`config.mk`:
```
export PLATFORM = sky130hd
export DESIGN_NAME = int8_simd_mac_unit
export DESIGN_NICKNAME = d
export VERILOG_FILES = /design/src/rtl/int8_simd_mac_unit.sv
export SDC_FILE = /design/constraint.sdc
export NUM_CORES = 2
export LEC_CHECK = 0
export BUFFER_PORTS_ARGS = -buffer_cell sky130_fd_sc_hd__buf_4
export CAP_MARGIN = 30
export CORE_MARGIN = 3
export CORE_UTILIZATION = 41
export CTS_CLUSTER_SIZE = 8
export DETAILED_ROUTE_END_ITERATION = 16
export GPL_TIMING_DRIVEN = 0
export PLACE_DENSITY_LB_ADDON = 0.2
export SKIP_CTS_REPAIR_TIMING = 1
export SLEW_MARGIN = 5
export SYNTH_ARGS = -nofsm -noshare
export SYNTH_HDL_FRONTEND = slang
export SYNTH_SLANG_ARGS = --single-unit
```
`constraint.sdc`:
```
create_clock -name clk_i -period 12.66 [get_ports clk_i]
set_input_delay 1.899 -clock clk_i [delete_from_list [all_inputs] [get_ports clk_i]]
set_output_delay 1.899 -clock clk_i [all_outputs]
set_load 0.01 [all_outputs]
```
`src/rtl/int8_simd_mac_unit.sv`:
```
// int8_simd_mac_unit: packed INT8 dot-product / multiply-accumulate unit for
// the coprocessor path. Decoded ops enter through a credit-checked issue port,
// travel down a fixed-latency pipeline and land, in issue order, in a result
// FIFO that drains to the result channel under ready/valid backpressure.
//
// Ports:
//   clk_i, rst_i           clock, synchronous active-high reset
//   issue_*_i / _o         op, accumulator select, signed/sat modes, operands, tags
//   result_*_o / _i        FIFO head: data, id, hartid, rd, we; consumer ready
//   busy_o                 any op in the pipeline or the FIFO
module int8_simd_mac_unit #(
    parameter int unsigned XLEN        = 32,
    parameter int unsigned NrAcc       = 4,
    parameter int unsigned AccWidth    = 32,
    parameter int unsigned PipeStages  = 2,
    parameter int unsigned FifoDepth   = 4,
    parameter int unsigned IdWidth     = 4,
    parameter int unsigned HartidWidth = 1,
    localparam int unsigned SelW       = (NrAcc > 1) ? $clog2(NrAcc) : 1
) (
    input  logic                   clk_i,
    input  logic                   rst_i,
    input  logic                   issue_valid_i,
    output logic                   issue_ready_o,
    input  logic [2:0]             op_i,
    input  logic [SelW-1:0]        acc_sel_i,
    input  logic                   signed_i,
    input  logic                   sat_i,
    input  logic [XLEN-1:0]        rs1_i,
    input  logic [XLEN-1:0]        rs2_i,
    input  logic [IdWidth-1:0]     id_i,
    input  logic [HartidWidth-1:0] hartid_i,
    input  logic [4:0]             rd_addr_i,
    output logic                   result_valid_o,
    input  logic                   result_ready_i,
    output logic [XLEN-1:0]        result_data_o,
    output logic [IdWidth-1:0]     result_id_o,
    output logic [HartidWidth-1:0] result_hartid_o,
    output logic [4:0]             result_rd_o,
    output logic                   result_we_o,
    output logic                   busy_o
);

    localparam int unsigned Lanes = XLEN / 8;
    localparam int unsigned SumW  = 18 + $clog2(Lanes) + 1;
    localparam int unsigned PtrW  = $clog2(FifoDepth);
    localparam int unsigned CntW  = $clog2(FifoDepth + 1);

    localparam logic [2:0] OpDot    = 3'd0;
    localparam logic [2:0] OpMac    = 3'd1;
    localparam logic [2:0] OpClr    = 3'd2;
    localparam logic [2:0] OpRdAcc  = 3'd3;
    localparam logic [2:0] OpSetAcc = 3'd4;

    typedef struct packed {
        logic                   valid;
        logic [2:0]             op;
        logic [SelW-1:0]        sel;
        logic                   sat;
        logic [XLEN-1:0]        rs1;
        logic [AccWidth-1:0]    dot;
        logic [IdWidth-1:0]     id;
        logic [HartidWidth-1:0] hartid;
        logic [4:0]             rd;
    } pipe_t;

    typedef struct packed {
        logic [XLEN-1:0]        data;
        logic [IdWidth-1:0]     id;
        logic [HartidWidth-1:0] hartid;
        logic [4:0]             rd;
        logic                   we;
    } res_t;

    logic                accept_c;
    logic                pop_c;
    logic signed [SumW-1:0] sum_c;
    pipe_t               issue_c;
    pipe_t               fin_c;
    res_t                res_c;

    logic [AccWidth-1:0] acc_q [NrAcc];
    logic [AccWidth-1:0] acc_d [NrAcc];
    res_t                fifo_q [FifoDepth];
    res_t                fifo_d [FifoDepth];
    logic [PtrW-1:0]     wptr_q, wptr_d, rptr_q, rptr_d;
    logic [CntW-1:0]     occ_q, occ_d;     // FIFO occupancy
    logic [CntW-1:0]     cnt_q, cnt_d;     // ops in pipeline + FIFO (credits used)
    logic                ready_q, ready_d;

    function automatic logic [PtrW-1:0] ptr_inc(input logic [PtrW-1:0] p);
        return (p == PtrW'(FifoDepth - 1)) ? '0 : PtrW'(p + 1'b1);
    endfunction

    assign accept_c = issue_valid_i & ready_q;
    assign pop_c    = result_valid_o & result_ready_i;

    // Lane-wise products, each operand widened to 9 bits so signed and
    // unsigned lanes share one signed multiplier.
    always_comb begin
        logic signed [8:0]  a9;
        logic signed [8:0]  b9;
        logic signed [17:0] prod;
        sum_c = '0;
        a9    = '0;
        b9    = '0;
        prod  = '0;
        for (int unsigned i = 0; i < Lanes; i++) begin
            a9    = {signed_i & rs1_i[8*i+7], rs1_i[8*i +: 8]};
            b9    = {signed_i & rs2_i[8*i+7], rs2_i[8*i +: 8]};
            prod  = a9 * b9;
            sum_c = sum_c + SumW'(prod);
        end
    end

    // Issue payload; the dot product is formed here and carried down the pipe.
    always_comb begin
        issue_c        = '0;
        issue_c.valid  = accept_c;
        issue_c.op     = op_i;
        issue_c.sel    = acc_sel_i;
        issue_c.sat    = sat_i;
        issue_c.rs1    = rs1_i;
        issue_c.dot    = AccWidth'(sum_c);
        issue_c.id     = id_i;
        issue_c.hartid = hartid_i;
        issue_c.rd     = rd_addr_i;
    end

    // PipeStages-1 register stages; the FIFO entry is the last stage.
    if (PipeStages == 1) begin : g_nopipe
        assign fin_c = issue_c;
    end else begin : g_pipe
        pipe_t stage_q [PipeStages-1];
        pipe_t stage_d [PipeStages-1];

        always_comb begin
            stage_d[0] = issue_c;
            for (int unsigned k = 1; k < PipeStages - 1; k++) begin
                stage_d[k] = stage_q[k-1];
            end
        end

        always_ff @(posedge clk_i) begin
            if (rst_i) begin
                for (int unsigned k = 0; k < PipeStages - 1; k++) begin
                    stage_q[k] <= '0;
                end
            end else begin
                stage_q <= stage_d;
            end
        end

        assign fin_c = stage_q[PipeStages-2];
    end

    // Final stage: all accumulator reads and writes happen here, in issue order.
    always_comb begin
        logic [SelW-1:0]     sel;
        logic [AccWidth-1:0] cur;
        logic [AccWidth:0]   msum;
        logic [AccWidth-1:0] mac;
        acc_d      = acc_q;
        res_c      = '0;
        res_c.id     = fin_c.id;
        res_c.hartid = fin_c.hartid;
        res_c.rd     = fin_c.rd;
        sel  = fin_c.sel & SelW'(NrAcc - 1);
        cur  = acc_q[sel];
        msum = {cur[AccWidth-1], cur} + {fin_c.dot[AccWidth-1], fin_c.dot};
        // Signed overflow shows as disagreement of the two top sum bits.
        if (fin_c.sat && (msum[AccWidth] != msum[AccWidth-1])) begin
            mac = msum[AccWidth] ? {1'b1, {(AccWidth-1){1'b0}}}
                                 : {1'b0, {(AccWidth-1){1'b1}}};
        end else begin
            mac = msum[AccWidth-1:0];
        end
        if (fin_c.valid) begin
            case (fin_c.op)
                OpDot: begin
                    res_c.data = fin_c.dot[XLEN-1:0];
                    res_c.we   = 1'b1;
                end
                OpMac: begin
                    acc_d[sel] = mac;
                    res_c.data = mac[XLEN-1:0];
                    res_c.we   = 1'b1;
                end
                OpClr:    acc_d[sel] = '0;
                OpRdAcc: begin
                    res_c.data = cur[XLEN-1:0];
                    res_c.we   = 1'b1;
                end
                OpSetAcc: acc_d[sel] = AccWidth'($signed(fin_c.rs1));
                default: ;
            endcase
        end
    end

    // Result FIFO and credit bookkeeping.
    always_comb begin
        fifo_d = fifo_q;
        wptr_d = wptr_q;
        rptr_d = rptr_q;
        if (fin_c.valid) begin
            fifo_d[wptr_q] = res_c;
            wptr_d         = ptr_inc(wptr_q);
        end
        if (pop_c) begin
            rptr_d = ptr_inc(rptr_q);
        end
        occ_d   = occ_q + CntW'(fin_c.valid) - CntW'(pop_c);
        cnt_d   = cnt_q + CntW'(accept_c) - CntW'(pop_c);
        ready_d = (cnt_d < CntW'(FifoDepth));
    end

    always_ff @(posedge clk_i) begin
        if (rst_i) begin
            for (int unsigned a = 0; a < NrAcc; a++) begin
                acc_q[a] <= '0;
            end
            for (int unsigned e = 0; e < FifoDepth; e++) begin
                fifo_q[e] <= '0;
            end
            wptr_q  <= '0;
            rptr_q  <= '0;
            occ_q   <= '0;
            cnt_q   <= '0;
            ready_q <= 1'b0;
        end else begin
            acc_q   <= acc_d;
            fifo_q  <= fifo_d;
            wptr_q  <= wptr_d;
            rptr_q  <= rptr_d;
            occ_q   <= occ_d;
            cnt_q   <= cnt_d;
            ready_q <= ready_d;
        end
    end

    assign issue_ready_o   = ready_q;
    assign busy_o          = (cnt_q != '0);
    assign result_valid_o  = (occ_q != '0);
    assign result_data_o   = fifo_q[rptr_q].data;
    assign result_id_o     = fifo_q[rptr_q].id;
    assign result_hartid_o = fifo_q[rptr_q].hartid;
    assign result_rd_o     = fifo_q[rptr_q].rd;
    assign result_we_o     = fifo_q[rptr_q].we;

endmodule

```
After elaboration in Yosys (flattened, before gate mapping)

Index checks and enable logic that the tools add are counted.

$add $sub $neg: 10
Multiply operators: 4
Magnitude comparators: 6
Equality and inequality tests: 7
Mux-type cells: 22
Bitwise gates (word level): 15
Reductions and logical operators: 9

Operators with widths:

| kind                                                                 | number |
|---|---|
| 128-bit case mux with 3 select lines                                 | 1 |
| 128-bit bitwise mux                                                  | 2 |
| 32-bit 2-to-1 mux                                                    | 6 |
| 172-bit bitwise mux                                                  | 1 |
| 43-bit 2-to-1 mux                                                    | 3 |
| 128-bit bitwise AND                                                  | 1 |
| 128-bit NOT                                                          | 1 |
| 32-bit case mux with 3 select lines                                  | 1 |
| 43-bit binary-select mux with 2-bit select                           | 1 |
| 43-bit demux with 2-bit select                                       | 1 |
| 9-bit by 9-bit multiplier with 18-bit output                         | 4 |
| 32-bit binary-select mux with 2-bit select                           | 1 |
| 32-bit demux with 2-bit select                                       | 1 |
| 32-bit by 21-bit adder with 33-bit output                            | 1 |
| 20-bit by 18-bit adder with 21-bit output                            | 1 |
| 19-bit by 18-bit adder with 20-bit output                            | 1 |
| 18-bit by 18-bit adder with 19-bit output                            | 1 |
| 1-bit bitwise AND                                                    | 10 |
| 3-bit >= comparator, second input constant                           | 3 |
| 2-bit NOT with 3-bit output                                          | 3 |
| 3-bit nonzero test                                                   | 3 |
| 3-bit by 1-bit adder with 3-bit output                               | 2 |
| 3-bit by 2-bit == test with 1-bit output, second input constant      | 2 |
| 3-bit by 1-bit < comparator with 1-bit output, second input constant | 2 |
| 13 further kinds                                                     | 20 |

Flip-flop bits (word level): 381
Bits of input ports: 85
Output and inout port bits: 46
Logic and storage cells: 111

Depth between registers and ports, before layout

Depth in word-level cells: 11
Mapped depth: 28
Mapped depth without buffers: 27

Worst setup path after synthesis

Ideal clock, no wire load.

Path type: in2reg
Start: input signed_i
End: register g_pipe.stage_q (netlist bit fin_c[28])
Arrival time: 8.303 ns
Required time: 12.532 ns
Path slack: 4.230 ns
Cell stages on the path: 25
Path buffers: 1
Cells stage by stage: clkbuf_1 nand2_1 or2_2 fa_1 inv_1 fa_1 inv_1 fa_1 inv_1 fa_1 fa_1 inv_1 fa_1 fa_1 fa_1 inv_1 ha_1 a2111oi_0 o21ai_0 a2bb2oi_1 a311oi_1 a21o_1 a21oi_1 xor2_1 nor2_1

Word-level cells in the longest chain between the ends: 5

Ends and longest elaborated chain:

| what                                         | RTL line | source |
|---|---|---|
| start, declared                              | 27       | `input logic signed_i,` |
| 1-bit bitwise AND (on tied branches)         | 109, 110 |  |
| 9-bit by 9-bit multiplier with 18-bit output | 111      | `prod = a9 * b9;` |
| 18-bit by 18-bit adder with 19-bit output    | 112      | `sum_c = sum_c + SumW'(prod);` |
| 19-bit by 18-bit adder with 20-bit output    | 112      |  |
| 20-bit by 18-bit adder with 21-bit output *  | 112      |  |
| end signal, assigned                         | 150      | `stage_q <= stage_d;` |
| end, declared                                | 134      | `pipe_t stage_q [PipeStages-1];` |

Every way passes the cells marked *; elsewhere a longest branch is shown, timed or not.
A chain may end at the register's enable or synchronous reset.

Worst setup path in the final report

Start: input signed_i
End: register fin_c[30] (netlist name)

Word-level cells in the longest chain between the ends: 5

Ends and longest elaborated chain:

| what                                         | RTL line |
|---|---|
| 1-bit bitwise AND (on tied branches)         | 109, 110 |
| 9-bit by 9-bit multiplier with 18-bit output | 111 |
| 18-bit by 18-bit adder with 19-bit output    | 112 |
| 19-bit by 18-bit adder with 20-bit output    | 112 |
| 20-bit by 18-bit adder with 21-bit output *  | 112 |

Marks and branches as above.

==> out/results.ini <==
[outcome]
status=finished, final reports clean

[sta]
timing.slew.headroom_pct=31.2
finalSetupViolations=0
rsz0062_at_grt=no
finalSetupTns_ns=0
finalCriticalPeriod_ns=9.66
hold_viol=0
timing.fmax_ghz=0.104
worst_pin_slew_ns=1.03
slew_violations=0
fin_skew_ns=0.0214
finalCritPeriodShare_pct=76.3

[synth]
ys_seq_elements=381
ys_warn_count=0
synthesis.nets=4205
synthFlopType=dfxtp_1
async_reset_ff_share_pct=0
synthDistinctLibCells=79
netlist_instances=3571
synth_edf_count=0
syn-cell-area_um2=32600
syn_avg_cell_area_um2=9.12
yosysSeqAreaShare_pct=23.4

[drt]
avgViaCountPerCell=5.51
avgRoutedWirePerCell_um=21.5
first_pass_iters=5
wl_um=103000
ant_nets=0
dr_total_vias=26257
drt_iter0_drc=1873
drc=0

[floorplanning]
floorplan.initialDensity_pct=41.7
std_cell_rows=102
core-area_um2=78100
die_w_um=288
io_pins=131
die-area_um2=82900
die-height_um=288

[setup_path]
arrival_ns=10.10
startpoint_type=input port
critPathKind=in -> reg
critPathRequiredTime_ns=13.10
crit_fanout=10
crit_path_end_kind=flip-flop

[layout]
layout_commonest_cell=inv_1
final_util_pct=46.1
most-common-layout-cells=inv_1, fa_1, dfxtp_1
stdcell_count=4765
area_growth_pct=10.5
design.final.nets=4353
layout-drive-gt1-share_pct=9.16
fillers=7750

[global_route]
grt.overflow.total=0
grt_pass1_wl_um=160000
antenna_found_initial=2
grt_max_degree=14
gr-usage-all-layers_pct=25.1
first_global_vias=26967

[min_path]
hp-class=reg -> reg

[clock_tree]
ctsLongestPathBuffers=3
cts_tree=built
clk_pin_slew_ns=0.05
clkLatencyLatePin_ns=0.60
ctsRootBufferMaster=clkbuf_16
cts_buffers=53
cts_sinks=381
htreeDepth=2

[placed_design]
placed_cells=4701
gp_congestion=0.937
port_buffers=85
place_hpwl_um=81200

[flow_run]
maxCapViolCount=0

[critical path: stages]
cell and delay [ns]:
clkbuf_1 0.54, clkbuf_1 0.53, nand3_1 0.21, inv_1 0.18, fa_1 0.40, inv_1 0.08, fa_1 0.44, fa_1 0.54
fa_1 0.55, inv_1 0.05, fa_1 0.50, inv_1 0.06, fa_1 0.55, fa_1 0.43, fa_1 0.49, inv_1 0.04
ha_1 0.31, a2111oi_0 0.40, o21ai_0 0.21, a2bb2oi_1 0.29, a311oi_1 0.24, a211oi_1 0.37, o21bai_1 0.12, xnor2_1 0.57
nor2_1 0.09
[registers in the layout, indices dropped and copies added, names as in the netlist]
name           cells
fifo_q           172
acc_q            128
fin_c             70
cnt_q              3
occ_q              3
rptr_q             2
wptr_q             2
issue_ready_o      1
[layer usage]
metal	track usage (%)	up-vias	part of all wire [%]
met5	0	-	0
met4	8.88	0	3.7
met3	2.67	175	4.9
met2	44.4	807	51
met1	31.6	13169	40
li1	-	12106	-
[per-stage QoR]
| stage | setup WS [ns] | instance area (µm²) | hold WS, ns |
|---|---|---|---|
| 4_1_cts | 3.06 | 36000 | 0.446 |
| 2_1_floorplan | 4.23 | 32600 | 0.419 |
| 3_3_place_gp | 2.37 | 34500 | 0.430 |
| 5_1_grt | 2.54 | 36000 | 0.465 |
| 6_report | 3.00 | 36000 | 0.447 |
| 3_5_place_dp | 2.47 | 34600 | 0.438 |
[cells in the mapped netlist (14+ instances only)]
cell type    n  area [µm²]
nor3_2      22         220
a21oi_1    165         826
a211oi_2    22         275
a211oi_1   115         863
a221o_1     14         140
and2_1     148         926
a22o_1      27         236
o21ai_1     89         445
xnor2_1     39         342
nand3_1     15        75.1
nand2b_1    14        87.6
buf_2       14        70.1
fa_1       404        8090
a21o_1      21         158
mux4_2      75        1690
nor2_1     217         815
inv_1      490        1840
nor2b_1     64         400
a22oi_1    106         796
nand2_1    346        1300
and3_1      16         100
dfxtp_1    381        7630
nor3_1     167         836
o21ai_0     99         495
clkbuf_1   191         717
ha_1       145        1810
or2_2       17         106
xor2_1      19         166
[final timing paths]
kind                            cells after the start               startpoint                      end  slack [ns]
worst max register to register                     13     fin_c[76]$_SDFF_PP0_  fifo_q[80]$_SDFFE_PP0P_        7.17
worst min register to register                      2  fifo_q[80]$_SDFFE_PP0P_  fifo_q[80]$_SDFFE_PP0P_        0.45
worst max-delay path                               25                 signed_i     fin_c[30]$_SDFF_PP0_        3.00
worst min-delay path                                2  fifo_q[80]$_SDFFE_PP0P_  fifo_q[80]$_SDFFE_PP0P_        0.45
[cells by family (layout without fill, tap and decap cells)]
| family | count (synthesis) | after routing | synth area share (%) |
|---|---|---|---|
| other cells | 0 | 2 | 0 |
| buf+inv | 713 | 865 | 8.47 |
| xor+xnor | 58 | 58 | 1.56 |
| mux | 80 | 80 | 5.36 |
| fa+ha+maj | 549 | 549 | 30.4 |
| simple gates | 1068 | 1068 | 15.9 |
| compound gates | 722 | 722 | 14.9 |
| flops | 381 | 381 | 23.4 |
[area by class of cell]
class	count	area (µm²)	share of cell area [%]
Tap cell	1040	1300	3.61
Buffer	223	920	2.55
Multi-Input combinational cell	2477	22200	61.6
Clock inverter	1	8.76	0.0243
Antenna cell	2	5.00	0.0139
Sequential cell	381	7630	21.2
Timing Repair Buffer	93	733	2.04
Clock buffer	58	1390	3.85
Inverter	490	1840	5.11
Power is not shown: default switching activity piles up to over one toggle a cycle in this logic, so the estimate is an artifact.
